[src/rtl/warp_scheduler_pkg.sv]
// Shared warp-pipeline types and widths: scheduler state encoding plus the
// coordinate and memory address widths used across the warp stages.
package warp_scheduler_pkg;

  localparam int unsigned COORD_W = 11;
  localparam int unsigned ADDR_W  = 30;
  localparam int unsigned FCNT_W  = 16;

  typedef enum logic [1:0] {
    ST_IDLE  = 2'd0,
    ST_SCAN  = 2'd1,
    ST_DRAIN = 2'd2
  } sched_state_e;

endpackage

[src/rtl/warp_raster_counter.sv]
// Raster-order x/y walker: advances one pixel per i_advance, wraps x at the
// end of each line and flags the final pixel of the frame.
module warp_raster_counter
  import warp_scheduler_pkg::*;
(
  input  logic               clk,
  input  logic               rst_n,
  input  logic               i_clear,
  input  logic               i_advance,
  input  logic [COORD_W-1:0] i_hres,
  input  logic [COORD_W-1:0] i_vres,
  output logic [COORD_W-1:0] o_x,
  output logic [COORD_W-1:0] o_y,
  output logic               o_last_c
);

  logic [COORD_W-1:0] r_x;
  logic [COORD_W-1:0] r_y;
  logic               w_eol;

  assign w_eol    = (r_x == i_hres - COORD_W'(1));
  assign o_last_c = w_eol && (r_y == i_vres - COORD_W'(1));
  assign o_x      = r_x;
  assign o_y      = r_y;

  always_ff @(posedge clk or negedge rst_n) begin
    if (!rst_n) begin
      r_x <= '0;
      r_y <= '0;
    end else if (i_clear) begin
      r_x <= '0;
      r_y <= '0;
    end else if (i_advance) begin
      if (w_eol) begin
        r_x <= '0;
        r_y <= r_y + COORD_W'(1);
      end else begin
        r_x <= r_x + COORD_W'(1);
      end
    end
  end

endmodule

[src/rtl/warp_scheduler.sv]
// Frame sequencer: walks a hres x vres frame in raster order behind a
// ready/next handshake, throttled by an in-flight pending counter.
module warp_scheduler
  import warp_scheduler_pkg::*;
#(
  parameter int unsigned MAX_PENDING = 16,
  parameter int unsigned PENDW       = 5
) (
  input  logic               clk,
  input  logic               rst_n,
  input  logic               start,
  input  logic               abort,
  input  logic [COORD_W-1:0] hres,
  input  logic [COORD_W-1:0] vres,
  output logic [COORD_W-1:0] td_x,
  output logic [COORD_W-1:0] td_y,
  output logic               t_ready,
  input  logic               t_next,
  input  logic               wr_ack,
  output logic [PENDW-1:0]   pending,
  output logic               busy,
  output logic               done,
  output logic               aborted,
  output logic               ack_err,
  output logic [FCNT_W-1:0]  frame_count
);

  sched_state_e       r_state;
  sched_state_e       w_state_nxt;
  logic [COORD_W-1:0] r_hres;
  logic [COORD_W-1:0] r_vres;
  logic [PENDW-1:0]   r_pending;
  logic [PENDW-1:0]   w_pend_nxt;
  logic               r_t_ready;
  logic               r_busy;
  logic               r_done;
  logic               r_aborted;
  logic               r_ack_err;
  logic               r_armed;
  logic [FCNT_W-1:0]  r_fcnt;
  logic               w_done_nxt;
  logic               w_fcnt_inc;
  logic               w_xfer;
  logic               w_start_ok;
  logic               w_size_ok;
  logic               w_ack_ok;
  logic               w_ack_bad;
  logic               w_last_c;

  assign w_xfer     = r_t_ready && t_next;
  assign w_start_ok = start && (r_state == ST_IDLE);
  assign w_size_ok  = (hres != '0) && (vres != '0);
  assign w_ack_ok   = wr_ack && (r_pending != '0);
  // Acks with nothing in flight are dropped; only flagged once a frame has been started.
  assign w_ack_bad  = wr_ack && (r_pending == '0) && r_armed;

  warp_raster_counter u_raster (
    .clk       (clk),
    .rst_n     (rst_n),
    .i_clear   (w_start_ok),
    .i_advance (w_xfer),
    .i_hres    (r_hres),
    .i_vres    (r_vres),
    .o_x       (td_x),
    .o_y       (td_y),
    .o_last_c  (w_last_c)
  );

  always_ff @(posedge clk or negedge rst_n) begin
    if (!rst_n) begin
      r_state <= ST_IDLE;
    end else begin
      r_state <= w_state_nxt;
    end
  end

  always_comb begin
    w_state_nxt = r_state;
    w_done_nxt  = 1'b0;
    w_fcnt_inc  = 1'b0;
    case ({w_xfer, w_ack_ok})
      2'b10:   w_pend_nxt = r_pending + PENDW'(1);
      2'b01:   w_pend_nxt = r_pending - PENDW'(1);
      default: w_pend_nxt = r_pending;
    endcase
    case (r_state)
      ST_IDLE: begin
        if (w_start_ok) begin
          if (w_size_ok) w_state_nxt = ST_SCAN;
          else           w_done_nxt  = 1'b1;
        end
      end
      ST_SCAN: begin
        if ((w_xfer && w_last_c) || abort) w_state_nxt = ST_DRAIN;
      end
      ST_DRAIN: begin
        if (w_pend_nxt == '0) begin
          w_state_nxt = ST_IDLE;
          w_done_nxt  = 1'b1;
          w_fcnt_inc  = !(r_aborted || abort);
        end
      end
      default: w_state_nxt = ST_IDLE;
    endcase
  end

  // Handshake/status outputs are registered from next-state values.
  always_ff @(posedge clk or negedge rst_n) begin
    if (!rst_n) begin
      r_hres    <= '0;
      r_vres    <= '0;
      r_pending <= '0;
      r_t_ready <= 1'b0;
      r_busy    <= 1'b0;
      r_done    <= 1'b0;
      r_aborted <= 1'b0;
      r_ack_err <= 1'b0;
      r_armed   <= 1'b0;
      r_fcnt    <= '0;
    end else begin
      r_pending <= w_pend_nxt;
      r_t_ready <= (w_state_nxt == ST_SCAN) && (w_pend_nxt < PENDW'(MAX_PENDING));
      r_busy    <= (w_state_nxt != ST_IDLE);
      r_done    <= w_done_nxt;
      if (w_fcnt_inc) r_fcnt <= r_fcnt + FCNT_W'(1);
      if (w_start_ok) begin
        r_hres    <= hres;
        r_vres    <= vres;
        r_aborted <= 1'b0;
        r_ack_err <= 1'b0;
        r_armed   <= 1'b1;
      end else begin
        if (abort && (r_state != ST_IDLE)) r_aborted <= 1'b1;
        if (w_ack_bad)                     r_ack_err <= 1'b1;
      end
    end
  end

  assign t_ready     = r_t_ready;
  assign pending     = r_pending;
  assign busy        = r_busy;
  assign done        = r_done;
  assign aborted     = r_aborted;
  assign ack_err     = r_ack_err;
  assign frame_count = r_fcnt;

endmodule

[config.mk]
export PLATFORM = sky130hd
export DESIGN_NAME = warp_scheduler
export DESIGN_NICKNAME = d
export VERILOG_FILES = /design/src/rtl/warp_scheduler_pkg.sv /design/src/rtl/warp_raster_counter.sv /design/src/rtl/warp_scheduler.sv
export SDC_FILE = /design/constraint.sdc
export NUM_CORES = 1
export LEC_CHECK = 0
export ABC_AREA = 1
export BUFFER_PORTS_ARGS = -buffer_cell sky130_fd_sc_hd__buf_2
export CORE_AREA = 2 2 92 103
export CTS_BUF_LIST = sky130_fd_sc_hd__clkbuf_8
export CTS_CLUSTER_SIZE = 40
export DETAILED_ROUTE_END_ITERATION = 8
export DIE_AREA = 0 0 94 105
export GPL_TIMING_DRIVEN = 0
export HOLD_SLACK_MARGIN = 0.08
export PLACE_DENSITY = 0.86
export SYNTH_ARGS = -nofsm -noshare
export SYNTH_HDL_FRONTEND = slang
export SYNTH_HIERARCHICAL = 1
export SYNTH_SLANG_ARGS = --single-unit
[constraint.sdc]
create_clock -name clk -period 5.5 [get_ports clk]
set_input_delay 0.825 -clock clk [delete_from_list [all_inputs] [get_ports clk]]
set_output_delay 0.825 -clock clk [all_outputs]
set_load 0.02 [all_outputs]
[Word-level counts from Yosys, hierarchy flattened]
Index checks and enable logic that the tools add are counted.
Operators by class
  order comparisons: 1
  eq/ne operators: 7
  mux-type cells: 22
  $add $sub $neg: 7
  reductions and logical operators: 26
Operators by type and width (number)
  $mux 11: 6
  $add 11x1->11 const B: 2
  $eq 11x11->1: 2
  $reduce_bool 11->1: 2
  $sub 11x1->11 const B: 2
  $add 16x1->16 const B: 1
  $reduce_bool 2->1: 6
  $logic_and 1x1->1: 10
  $logic_not 5->1: 2
  $pmux 5 s2: 1
  $mux 1: 9
  $mux 2: 4
  $eq 2x1->1 const B: 3
  $pmux 2 s3: 1
  $add 5x1->5 const B: 1
  $lt 5x5->1 const B: 1
  $reduce_bool 5->1: 1
  $sub 5x1->5 const B: 1
  $eq 2x2->1 const B: 2
  $logic_not 2->1: 1
  $logic_or 1x1->1: 2
  $pmux 1 s2: 1
  $reduce_and 2->1: 1
  $logic_not 1->1: 1
Storage, ports and cells
  logic and storage cells: 76
  output and inout port bits: 48
  input bits: 28
  bits in registers: 73

[Logic depth before layout (Yosys ltp)]
Gate-level depths: netlist of run 1.
  depth in word-level cells: 9
  depth in mapped cells: 23
  mapped depth without buffers: 22

[Hierarchy]
The synthesis of run 1 kept the hierarchy.
Modules (own cells, without submodules)
  warp_scheduler: times used 1, seq. area each 1276.2 um^2, area each 2606.2 um^2, cells an instance 328
  warp_raster_counter: times used 1, seq. area each 550.5 um^2, area each 2099.5 um^2, cells an instance 316

[Least setup slack after synthesis of run 1]
No wires, ideal clock.
  path type: input -> register
  from: input t_next
  to: register r_fcnt[5] (netlist: frame_count[5])
  stages: 16
  required time: 5.382 ns
  data arrival time: 2.699 ns
  buffers on the path: 1
  path slack: 2.683 ns
  setup time: 0.118 ns
  cell sequence: nand2_1 ha_1 inv_2 nand2_1 nand2_1 ha_1 nand2_1 o21ai_1 or2_1 nor2_2 nand3_2 nor2_8 nand3_4 buf_6 nand2_1 nand2_1
On the way
  word-level cells in the longest chain between the ends: 6
  elaborated cells on any way between the ends: 7
  classes of those cells: eq/ne (2); mux (3); reduce/logical (2)
RTL lines
  start, declared: line warp_scheduler.sv:18  | input logic t_next,
  $logic_and 1x1->1 (*): line warp_scheduler.sv:50  | assign w_xfer = r_t_ready && t_next;
  $eq 2x1->1 / $eq 2x2->1 (equally long branches): line warp_scheduler.sv:81  | case ({w_xfer, w_ack_ok})
  $pmux 5 s2 (*): line warp_scheduler.sv:81
  via w_pend_nxt[1]: line warp_scheduler.sv:33  | logic [PENDW-1:0] w_pend_nxt;
  $logic_not 5->1 (*): line warp_scheduler.sv:97  | if (w_pend_nxt == '0) begin
  $mux 1 (*): line warp_scheduler.sv:97
  $mux 1 (*): line warp_scheduler.sv:86  | case (r_state)
  end signal, assigned: line warp_scheduler.sv:125  | if (w_fcnt_inc) r_fcnt <= r_fcnt + FCNT_W'(1);
  end, declared: line warp_scheduler.sv:40  | logic [FCNT_W-1:0] r_fcnt;
The timed path passes the listed nets; every way through them passes the cells marked *.
A chain may end at the register's enable or synchronous reset.

[Final worst setup path of run 1]
  from: register r_pending[0] (netlist: pending[0])
  to: register r_fcnt[7] (netlist: frame_count[7])
On the way
  word-level cells in the longest chain between the ends: 7
  elaborated cells on any way between the ends: 10
  classes of those cells: add/sub (2); eq/ne (2); mux (3); reduce/logical (3)
RTL lines
  start, declared: line warp_scheduler.sv:32  | logic [PENDW-1:0] r_pending;
  start signal, assigned: line warp_scheduler.sv:121  | r_pending <= w_pend_nxt;
  branches (longest 3 deep; another with $sub 5x1->5)
  $pmux 5 s2 (*): line warp_scheduler.sv:81
  via w_pend_nxt[1]: line warp_scheduler.sv:33
  $logic_not 5->1 (*): line warp_scheduler.sv:97
  $mux 1 (*): line warp_scheduler.sv:97
  $mux 1 (*): line warp_scheduler.sv:86
Mark *: on every way through the listed nets, which the timed path passes.

==> impl_metrics.tcl, run 1 <==
set metrics [dict create \
    htree_levels 3 \
    grt.busiest_layer "met2" \
    cts_resized 0 \
    postCtsHoldBufs 0 \
    critPathArrivalTime_ns 3.22 \
    seqCellArea_mm2 0.00183 \
    tightest_slew_ns 0.898 \
    cts_tree "built" \
    drc_errors 0 \
    ys_types 38 \
    powerDensity_mw_per_mm2 450 \
    slew_headroom_pct 40.1 \
    switching_share_pct 45.5 \
    synth_nets 680 \
    antenna_found_initial 0 \
    setup_viol 0 \
    crit_start "pending[0]" \
    reg2reg_from "pending[0]" \
    grt_use_met1_pct 30.7 \
    synth_most_common_cell "nand2_1" \
    synth_top_area_share_pct 38.8 \
    cts.sinks 73 \
    post-route-min-period_ns 2.98 \
    first_global_vias 4254 \
    seq_power_share_pct 34.2 \
    drv_cap 0 \
    met2_usage_pct 39.0 \
    ys.flop_type "dfrtp_1" \
    yosysWarnings 6 \
    clkLatencyLatePin_ns 0.35 \
    die_y_um 105 \
    gp_congestion 0.889 \
    vias 4471 \
    die_x_um 94 \
    p_clk_share_pct 19.0 \
    overflow 0 \
    wl_mm 11.2 \
    crit_path_start_kind "flip-flop" \
    r2r_cells 20 \
    fin_crit_sh_pct 54.1 \
    max_freq_mhz 336 \
    maxSlewViolCount 0 \
    outcome "finished, final reports clean" \
    synthTopCellsByCount "228 x nand2_1, 73 x dfrtp_1, 55 x nor2_1" \
    rsz0062_at_grt "false" \
    layout.nets 766 \
    port_buffers 75 \
    path_clk_slew_ns 0.08 \
    peakVddDrop_uv 297 \
    vias_per_cell 5.27 \
    path_class "flip-flop to flip-flop" \
    syn_to_final_growth_pct 15.8 \
    p_comb_share_pct 46.8 \
    async_flop_share_pct 100 \
    clk_path_buf_depth 2 \
    yosysTopAreaCell "dfrtp_1" \
    dp_hpwl_mm 8.43 \
    tritoncts.num_buffers 9 \
    nFillCells 776 \
    skew_ns 0.00795 \
    drtPass1Iterations 5 \
    synth-seq-area-share_pct 38.8 \
    netlist_area_mm2 0.00471 \
    grt_use_met3_pct 4.04 \
    min_path_type "flip-flop to flip-flop" \
    cp.required_ns 5.75 \
    ioPinCount 76 \
    track_usage_pct 23.7 \
    fin_setup_tns_ns 0 \
    synth_enable_flop_cells 0 \
    total_power_w 0.00245 \
    synthesis.instances 644 \
    rrSetupSlack_ns 2.52 \
    finalHoldViolCount 0 \
    grt_max_degree 74 \
    core_area_mm2 0.00878 \
    endpoint "frame_count[7]" \
    drt_iter0_markers 232 \
    synth_seq_cells 73 \
    cts_root_buffer "clkbuf_8" \
    total_leakage_power_nw 2.89 \
    r2r-end "frame_count[7]" \
    rows 36 \
    power_switching_w 0.00112 \
    drtAntennaViolNets 0 \
    syn_area_per_cell_um2 7.31 \
    post_cts_buffers 0 \
    multi_input_area_mm2 0.00256 \
    dieArea_mm2 0.00987 \
    start_util_pct 53.6 \
    endpoint_kind "flip-flop" \
    drive_above_1_share_pct 17.4 \
    wl_per_cell_um 13.2 \
    antenna_cells 0 \
    grt_pass1_wl_mm 19.0 \
    cp_max_fo 10 \
    internal-power_w 0.00134 \
    ys_top_cells_by_area "dfrtp_1 39%, nand2_1 18%, xor2_1 6.9%, nand3_1 5.2%, nor2_1 4.4%" \
]
[registers in the layout (all words and copies together) (netlist names)]
signal	cells
frame_count	16
r_hres	11
r_vres	11
u_raster/o_x	11
u_raster/o_y	11
pending	5
r_state	2
aborted	1
ack_err	1
busy	1
done	1
r_armed	1
t_ready	1
[critical path, cell delays in order (launching register included)]
cell and delay, ns:
dfrtp_1 0.44, nor2_1 0.08, and3_1 0.18, inv_1 0.05, nand2_1 0.04, inv_1 0.07
ha_1 0.29, inv_2 0.08, nand2_1 0.06, nand2_1 0.07, ha_1 0.27, nand2_1 0.06
o21ai_1 0.07, or2_1 0.22, nor2_2 0.12, nand3_2 0.14, nor2_8 0.19, nand3_4 0.14
buf_6 0.18, nand2_1 0.05, nand2_1 0.06
[area by class of cell]
class / instances / share of cell area (%)
multi-input cells: 497 / 47.1
flip-flops and latches: 73 / 33.5
repair buffers: 75 / 6.93
inverters: 57 / 3.92
clock buffers: 13 / 3.28
well taps: 114 / 2.62
plain buffers: 17 / 1.84
clock inverters: 3 / 0.849
[per-layer routing]
layer / routed length, µm / up-vias
met5: 0 / -
met4: 232 / 0
met3: 590 / 24
met2: 5490 / 120
met1: 4900 / 2099
li1: - / 2228
[how the worst min path moves through the flow]
| stage | startpoint | to | slack (ns) | cells after the start |
|---|---|---|---|---|
| 6_report | r_armed | r_armed | 0.50 | 1 |
| 5_1_grt | r_armed | r_armed | 0.52 | 1 |
| 4_1_cts | r_armed | r_armed | 0.51 | 1 |
| 3_5_place_dp | r_armed | r_armed | 0.48 | 1 |
| 3_3_place_gp | r_armed | r_armed | 0.46 | 1 |
| 2_1_floorplan | r_armed | r_armed | 0.43 | 1 |
[per-stage QoR]
step                instances  util (%)  hold WS [ns]  setup slack, ns  cell area (µm²)
floorplan                 644         -         0.434             2.68             4710
global route              849      62.1         0.517             2.25             5450
CTS                       849      62.1         0.506             2.50             5450
finish                    849      62.1         0.502             2.52             5450
detailed placement        833      59.5         0.478             2.25             5230
global placement          833      59.5         0.462             2.35             5220
[kinds of logic after synthesis]
| group | after synthesis | synth area share (%) |
|---|---|---|
| compound gates | 26 | 3.06 |
| xor+xnor | 55 | 10.2 |
| fa+ha+maj | 8 | 2.13 |
| buf+inv | 74 | 6.67 |
| flops | 73 | 38.8 |
| simple gates | 408 | 39.1 |
[power groups by stage]
stage                     logic (W)  clock network [W]  registers (W)
after floorplan            0.000821                  0       0.000875
after global placement      0.00109                  0       0.000841
after detailed placement    0.00113                  0       0.000846
after CTS                   0.00114           0.000470       0.000837
after global routing        0.00129           0.000502       0.000861
final                       0.00115           0.000466       0.000839
[cells in the final DEF (no fill, tap or decap), drive strengths merged]
master    count
a21boi        1
a21o          1
a21oi        13
a31oi         1
and3          1
buf          81
bufinv        1
clkbuf       24
clkinv        1
clkinvlp      1
dfrtp        73
ha            8
inv          57
nand2       235
nand3        54
nand3b        7
nand4        25
nor2         64
nor3         14
nor4          5
o211ai        1
o21ai         7
o22ai         1
o2bb2ai       1
or2           3
xnor2        18
xor2         37
(Power assumes the default switching activity.)
==> inputs of run 2 (changes only) <==
clock period = 2.86 ns   (was 5.5 ns; I/O delays follow)
==> run 2 against run 1 <==
Combinational power is 110% higher. Critical path type unchanged. Non-clock buffer count rose by 14. Sequential share of layout area is 1.1 points lower. Power grew 100%. Design area rose by 3.4%. Register-to-register slack worse by 2.5 ns. Routed wire length up 3.0%. Die area unchanged. Via count rose by 2.2%. Utilization increased by 2.1 points. Critical endpoint is now frame_count[5]. Worst setup slack worse by 2.5 ns.
==> impl_metrics.tcl, run 2 (synthesized netlist as in run 1, its figures left out) <==
set metrics [dict create \
    outcome "finished, final reports clean" \
    met2_usage_pct 39.3 \
    start_util_pct 53.6 \
    die_x_um 94 \
    drt_iter0_markers 246 \
    grt_use_met1_pct 30.8 \
    drtPass1Iterations 5 \
    syn_to_final_growth_pct 19.7 \
    clkLatencyLatePin_ns 0.35 \
    grt_use_met3_pct 4.04 \
    vias_per_cell 5.30 \
    path_common_cell "nand2_1" \
    fin_setup_tns_ns 0 \
    critPathArrivalTime_ns 3.04 \
    crit_chain "nor2_1, and3_4, inv_1, nand2_1, inv_2, ha_4, inv_4, nand2_1, nand2_2, ha_4, nand2_2, o21ai_2, or2_1, nor2_2, nand3_2, nor2_8, nand3_4, clkbuf_16, nand2_1, nand2_1" \
    multi_input_area_mm2 0.00261 \
    dieArea_mm2 0.00987 \
    clk_path_buf_depth 2 \
    worst_path_max_delay_cell "dfrtp_2" \
    cp_max_fo 8 \
    nFillCells 755 \
    drtAntennaViolNets 0 \
    rows 36 \
    layout.nets 780 \
    total_power_w 0.00491 \
    die_y_um 105 \
    postPlaceCellArea_mm2 0.00523 \
    antenna_cells 0 \
    fin_cells 863 \
    finish.instance_area_mm2 0.00563 \
    tightest_slew_ns 0.904 \
    pre_cts_ws_ns -0.121 \
    max_freq_mhz 358 \
    wl_per_cell_um 13.4 \
    peakVddDrop_uv 601 \
    crit_path_start_kind "flip-flop" \
    grt_pass1_wl_mm 19.1 \
    total_leakage_power_nw 2.98 \
    path_class "flip-flop to flip-flop" \
    finalHoldViolCount 0 \
    finalWorstSetupSlack_ns 0.0653 \
    drv_cap 0 \
    layout_common_cells "225 x nand2_1, 75 x buf_2, 72 x dfrtp_1, 53 x nor2_1" \
    vias 4571 \
    port_buffers 75 \
    seqCellArea_mm2 0.00183 \
    cts_tree "built" \
    gp_congestion 0.889 \
    crit_buf_inv 4 \
    fin_crit_sh_pct 97.7 \
    first_global_vias 4252 \
    overflow 0 \
    drive_above_1_share_pct 20.7 \
    wl_mm 11.6 \
    powerDensity_mw_per_mm2 872 \
    cts.sinks 73 \
    cts_root_buffer "clkbuf_8" \
    antenna_found_initial 0 \
    final_common_cell "nand2_1" \
    min_path_type "input port to asynchronous set/reset pin" \
    path_clk_slew_ns 0.08 \
    placed_cells 833 \
    ioPinCount 76 \
    track_usage_pct 23.8 \
    cp.required_ns 3.11 \
    endpoint_kind "flip-flop" \
    core_area_mm2 0.00878 \
    cp_slowest_stage_delay_ns 0.43 \
    dp_hpwl_mm 8.43 \
    tritoncts.num_buffers 9 \
    crit_family "simple AND/OR/NAND/NOR gates" \
    postCtsHoldBufs 0 \
    r2r_cells 20 \
    slew_headroom_pct 39.7 \
    cp.depth 20 \
    grt.busiest_layer "met2" \
    skew_ns 0.00637 \
    setup_viol 0 \
    grt_max_degree 74 \
    largest_reg_flops 16 \
    post-route-min-period_ns 2.79 \
    maxSlewViolCount 0 \
    htree_levels 3 \
    drc_errors 0 \
]
[run 2: routing by layer]
| metal | vias to the layer above | share of wire [%] | wire length, µm |
|---|---|---|---|
| met5 | - | 0 | 0 |
| met4 | 0 | 2.0 | 228 |
| met3 | 24 | 5.5 | 635 |
| met2 | 140 | 50 | 5760 |
| met1 | 2149 | 43 | 4930 |
| li1 | 2258 | - | - |
[run 2: final cells by class]
class	instances	area share [%]
plain buffers	16	1.78
clock buffers	13	3.18
clock inverters	3	0.822
inverters	57	3.84
multi-input cells	497	46.4
flip-flops and latches	73	32.4
well taps	114	2.53
repair buffers	90	9.02
[run 2: final timing paths]
check                      startpoint         endpoint  slack (ns)
max                        pending[0]   frame_count[5]        0.07
min                             rst_n  u_raster/o_x[6]        0.20
max reg2reg                pending[0]   frame_count[5]        0.07
min reg2reg                   r_armed          r_armed        0.50
max in group asynchronous       rst_n       pending[0]        2.03
min in group clk              hres[7]        r_hres[7]        0.28
[run 2: worst reg2reg max path, stage by stage, from the launching register on]
cell       delay, ns
dfrtp_2         0.43
nor2_1          0.15
and3_4          0.20
inv_1           0.04
nand2_1         0.06
inv_2           0.05
ha_4            0.17
inv_4           0.06
nand2_1         0.06
nand2_2         0.10
ha_4            0.20
nand2_2         0.05
o21ai_2         0.05
or2_1           0.23
nor2_2          0.10
nand3_2         0.13
nor2_8          0.16
nand3_4         0.15
clkbuf_16       0.20
nand2_1         0.05
nand2_1         0.04
[run 2: report_power, final]
| group | switching [W] | leakage, nW | internal [W] | total, W |
|---|---|---|---|---|
| Combinational | 0.00151 | 1.91 | 0.000903 | 0.00241 |
| Sequential | 0.000313 | 0.957 | 0.00129 | 0.00161 |
| Clock | 0.000394 | 0.112 | 0.000500 | 0.000894 |
| Total | 0.00221 | 2.98 | 0.00270 | 0.00491 |
[run 2: per-stage QoR]
step | utilization (%) | hold slack, ns
2_1_floorplan | - | 0.133
3_3_place_gp | 59.5 | 0.462
3_5_place_dp | 59.5 | 0.478
4_1_cts | 62.4 | 0.235
5_1_grt | 64.1 | 0.278
6_report | 64.1 | 0.197
[run 2: timing repair]
action / CTS / global route
resized for setup: 3 / 13
setup buffers: 2 / 12
pin swaps: 2 / 7
setup endpoints to repair: 11 / 18
gates cloned: 0 / 1
==> inputs of run 3 (changes only) <==
PLACE_DENSITY = 0.85   (was 0.86)
==> run 3 against run 2 <==
Maximum frequency is 0.10% lower. Die area stayed put. Global-route usage is 0.61 points higher. Critical path type unchanged. Highest routed layer unchanged. Sequential power hardly changed.
==> impl_metrics.tcl, run 3 (synthesized netlist as in run 1, its figures left out) <==
set metrics [dict create \
    cp.required_ns 3.11 \
    antenna_cells 0 \
    tritoncts.num_buffers 9 \
    peakVddDrop_uv 569 \
    drt_iter0_markers 253 \
    wl_per_cell_um 13.8 \
    drc_errors 0 \
    gp_congestion 0.897 \
    multi_input_area_mm2 0.00262 \
    port_buffers 75 \
    die_y_um 105 \
    dieArea_mm2 0.00987 \
    vias 4618 \
    skew_ns 0.00784 \
    htree_levels 3 \
    rows 36 \
    r2r_cells 20 \
    clk_path_buf_depth 2 \
    crit_family "simple AND/OR/NAND/NOR gates" \
    grt_pass1_wl_mm 19.5 \
    path_clk_slew_ns 0.08 \
    clkLatencyLatePin_ns 0.36 \
    die_x_um 94 \
    ioPinCount 76 \
    final_common_cell "nand2_1" \
    nFillCells 763 \
    drtPass1Iterations 5 \
    track_usage_pct 24.4 \
    worst_path_max_delay_cell "dfrtp_2" \
    cts_tree "built" \
    maxSlewViolCount 0 \
    total_leakage_power_nw 2.95 \
    wl_mm 11.8 \
    postCtsHoldBufs 0 \
    critPathArrivalTime_ns 3.05 \
    dp_hpwl_mm 8.57 \
    layout.nets 777 \
    outcome "finished, final reports clean" \
    reg2reg_from "pending[0]" \
    crit_start "pending[0]" \
    antenna_found_initial 0 \
    post-route-min-period_ns 2.80 \
    seqCellArea_mm2 0.00183 \
    tightest_slew_ns 0.904 \
    max_freq_mhz 357 \
    core_area_mm2 0.00878 \
    largest_reg_flops 16 \
    rrSetupSlack_ns 0.06 \
    r2r-end "frame_count[15]" \
    cp_slowest_stage_delay_ns 0.46 \
    cts.sinks 73 \
    layout_common_cells "220 x nand2_1, 75 x buf_2, 72 x dfrtp_1, 55 x nor2_1" \
    drive_above_1_share_pct 20.6 \
    cts_root_buffer "clkbuf_8" \
    path_class "flip-flop to flip-flop" \
    syn_to_final_growth_pct 18.7 \
    slew_headroom_pct 39.7 \
    finalWorstSetupSlack_ns 0.0623 \
    finalHoldViolCount 0 \
    grt_max_degree 74 \
    setup_viol 0 \
    crit_path_start_kind "flip-flop" \
    hold_slack_ns 0.189 \
    fin_crit_sh_pct 97.8 \
    first_global_vias 4420 \
    vias_per_cell 5.37 \
    endpoint_kind "flip-flop" \
    pre_cts_ws_ns -0.127 \
    rsz0062_at_grt "true" \
    drtAntennaViolNets 0 \
    crit_buf_inv 4 \
    start_util_pct 53.6 \
    overflow 0 \
    cp_max_fo 5 \
    drv_cap 0 \
    min_path_type "input port to asynchronous set/reset pin" \
    powerDensity_mw_per_mm2 868 \
    crit_chain "nor2_1, and3_1, inv_1, nand2_1, inv_2, ha_4, inv_4, nand2_2, nand2_2, ha_4, nand2_2, o21ai_2, or2_1, nor2_2, nand3_4, nor2_8, nand3_4, buf_4, nand2_1, nand2_1" \
]
## run 3: cell count changes in the layout (fill, tap and decap cells not counted), sizes merged
cell	before	now
clkbuf	24	20
clkinv	1	4
buf	95	93
clkinvlp	1	0
inv	57	58
## run 3: power by group
group	switching [W]	leakage [nW]	internal, W
Sequential	0.000328	0.957	0.00129
Clock	0.000411	0.107	0.000430
Combinational	0.00151	1.89	0.000874
## run 3: layout make-up
class	count	area share, %
Multi-Input combinational cell	497	47.0
Sequential cell	73	32.7
Timing Repair Buffer	87	8.51
Inverter	57	3.87
Tap cell	114	2.55
Clock buffer	10	2.46
Buffer	16	1.72
Clock inverter	6	1.19
## run 3: metrics by stage
stage | power [W] | utilization, % | setup TNS (ns) | cell area (µm²) | std cells
global route | 0.00524 | 63.6 | -1.66 | 5590 | 860
detailed placement | 0.00381 | 59.5 | -1.18 | 5230 | 833
floorplan | 0.00326 | - | 0 | 4710 | 644
global placement | 0.00371 | 59.5 | -0.190 | 5220 | 833
finish | 0.00485 | 63.6 | 0 | 5590 | 860
CTS | 0.00469 | 62.0 | 0 | 5450 | 849
## run 3: repair_timing
| item | in CTS | in global routing |
|---|---|---|
| buffers inserted | 1 | 10 |
| resized for setup | 3 | 18 |
| pin swaps | 1 | 11 |
| endpoints found under the setup margin | 12 | 18 |
| cloned | 0 | 1 |
## run 3: worst max path at each step
stage | depth (start not counted) | slack [ns] | endpoint
global placement | 20 | -0.02 | frame_count[8]
CTS | 20 | 0.005 | frame_count[12]
global route | 20 | -0.13 | frame_count[15]
detailed placement | 20 | -0.13 | frame_count[12]
floorplan | 20 | 0.09 | frame_count[5]
finish | 20 | 0.06 | frame_count[15]
## run 3: layer usage
metal | share of wire (%) | track usage (%)
met5 | 0 | 0
met4 | 3.0 | 10.4
met3 | 6.6 | 5.26
met1 | 41 | 30.2
met2 | 49 | 40.9
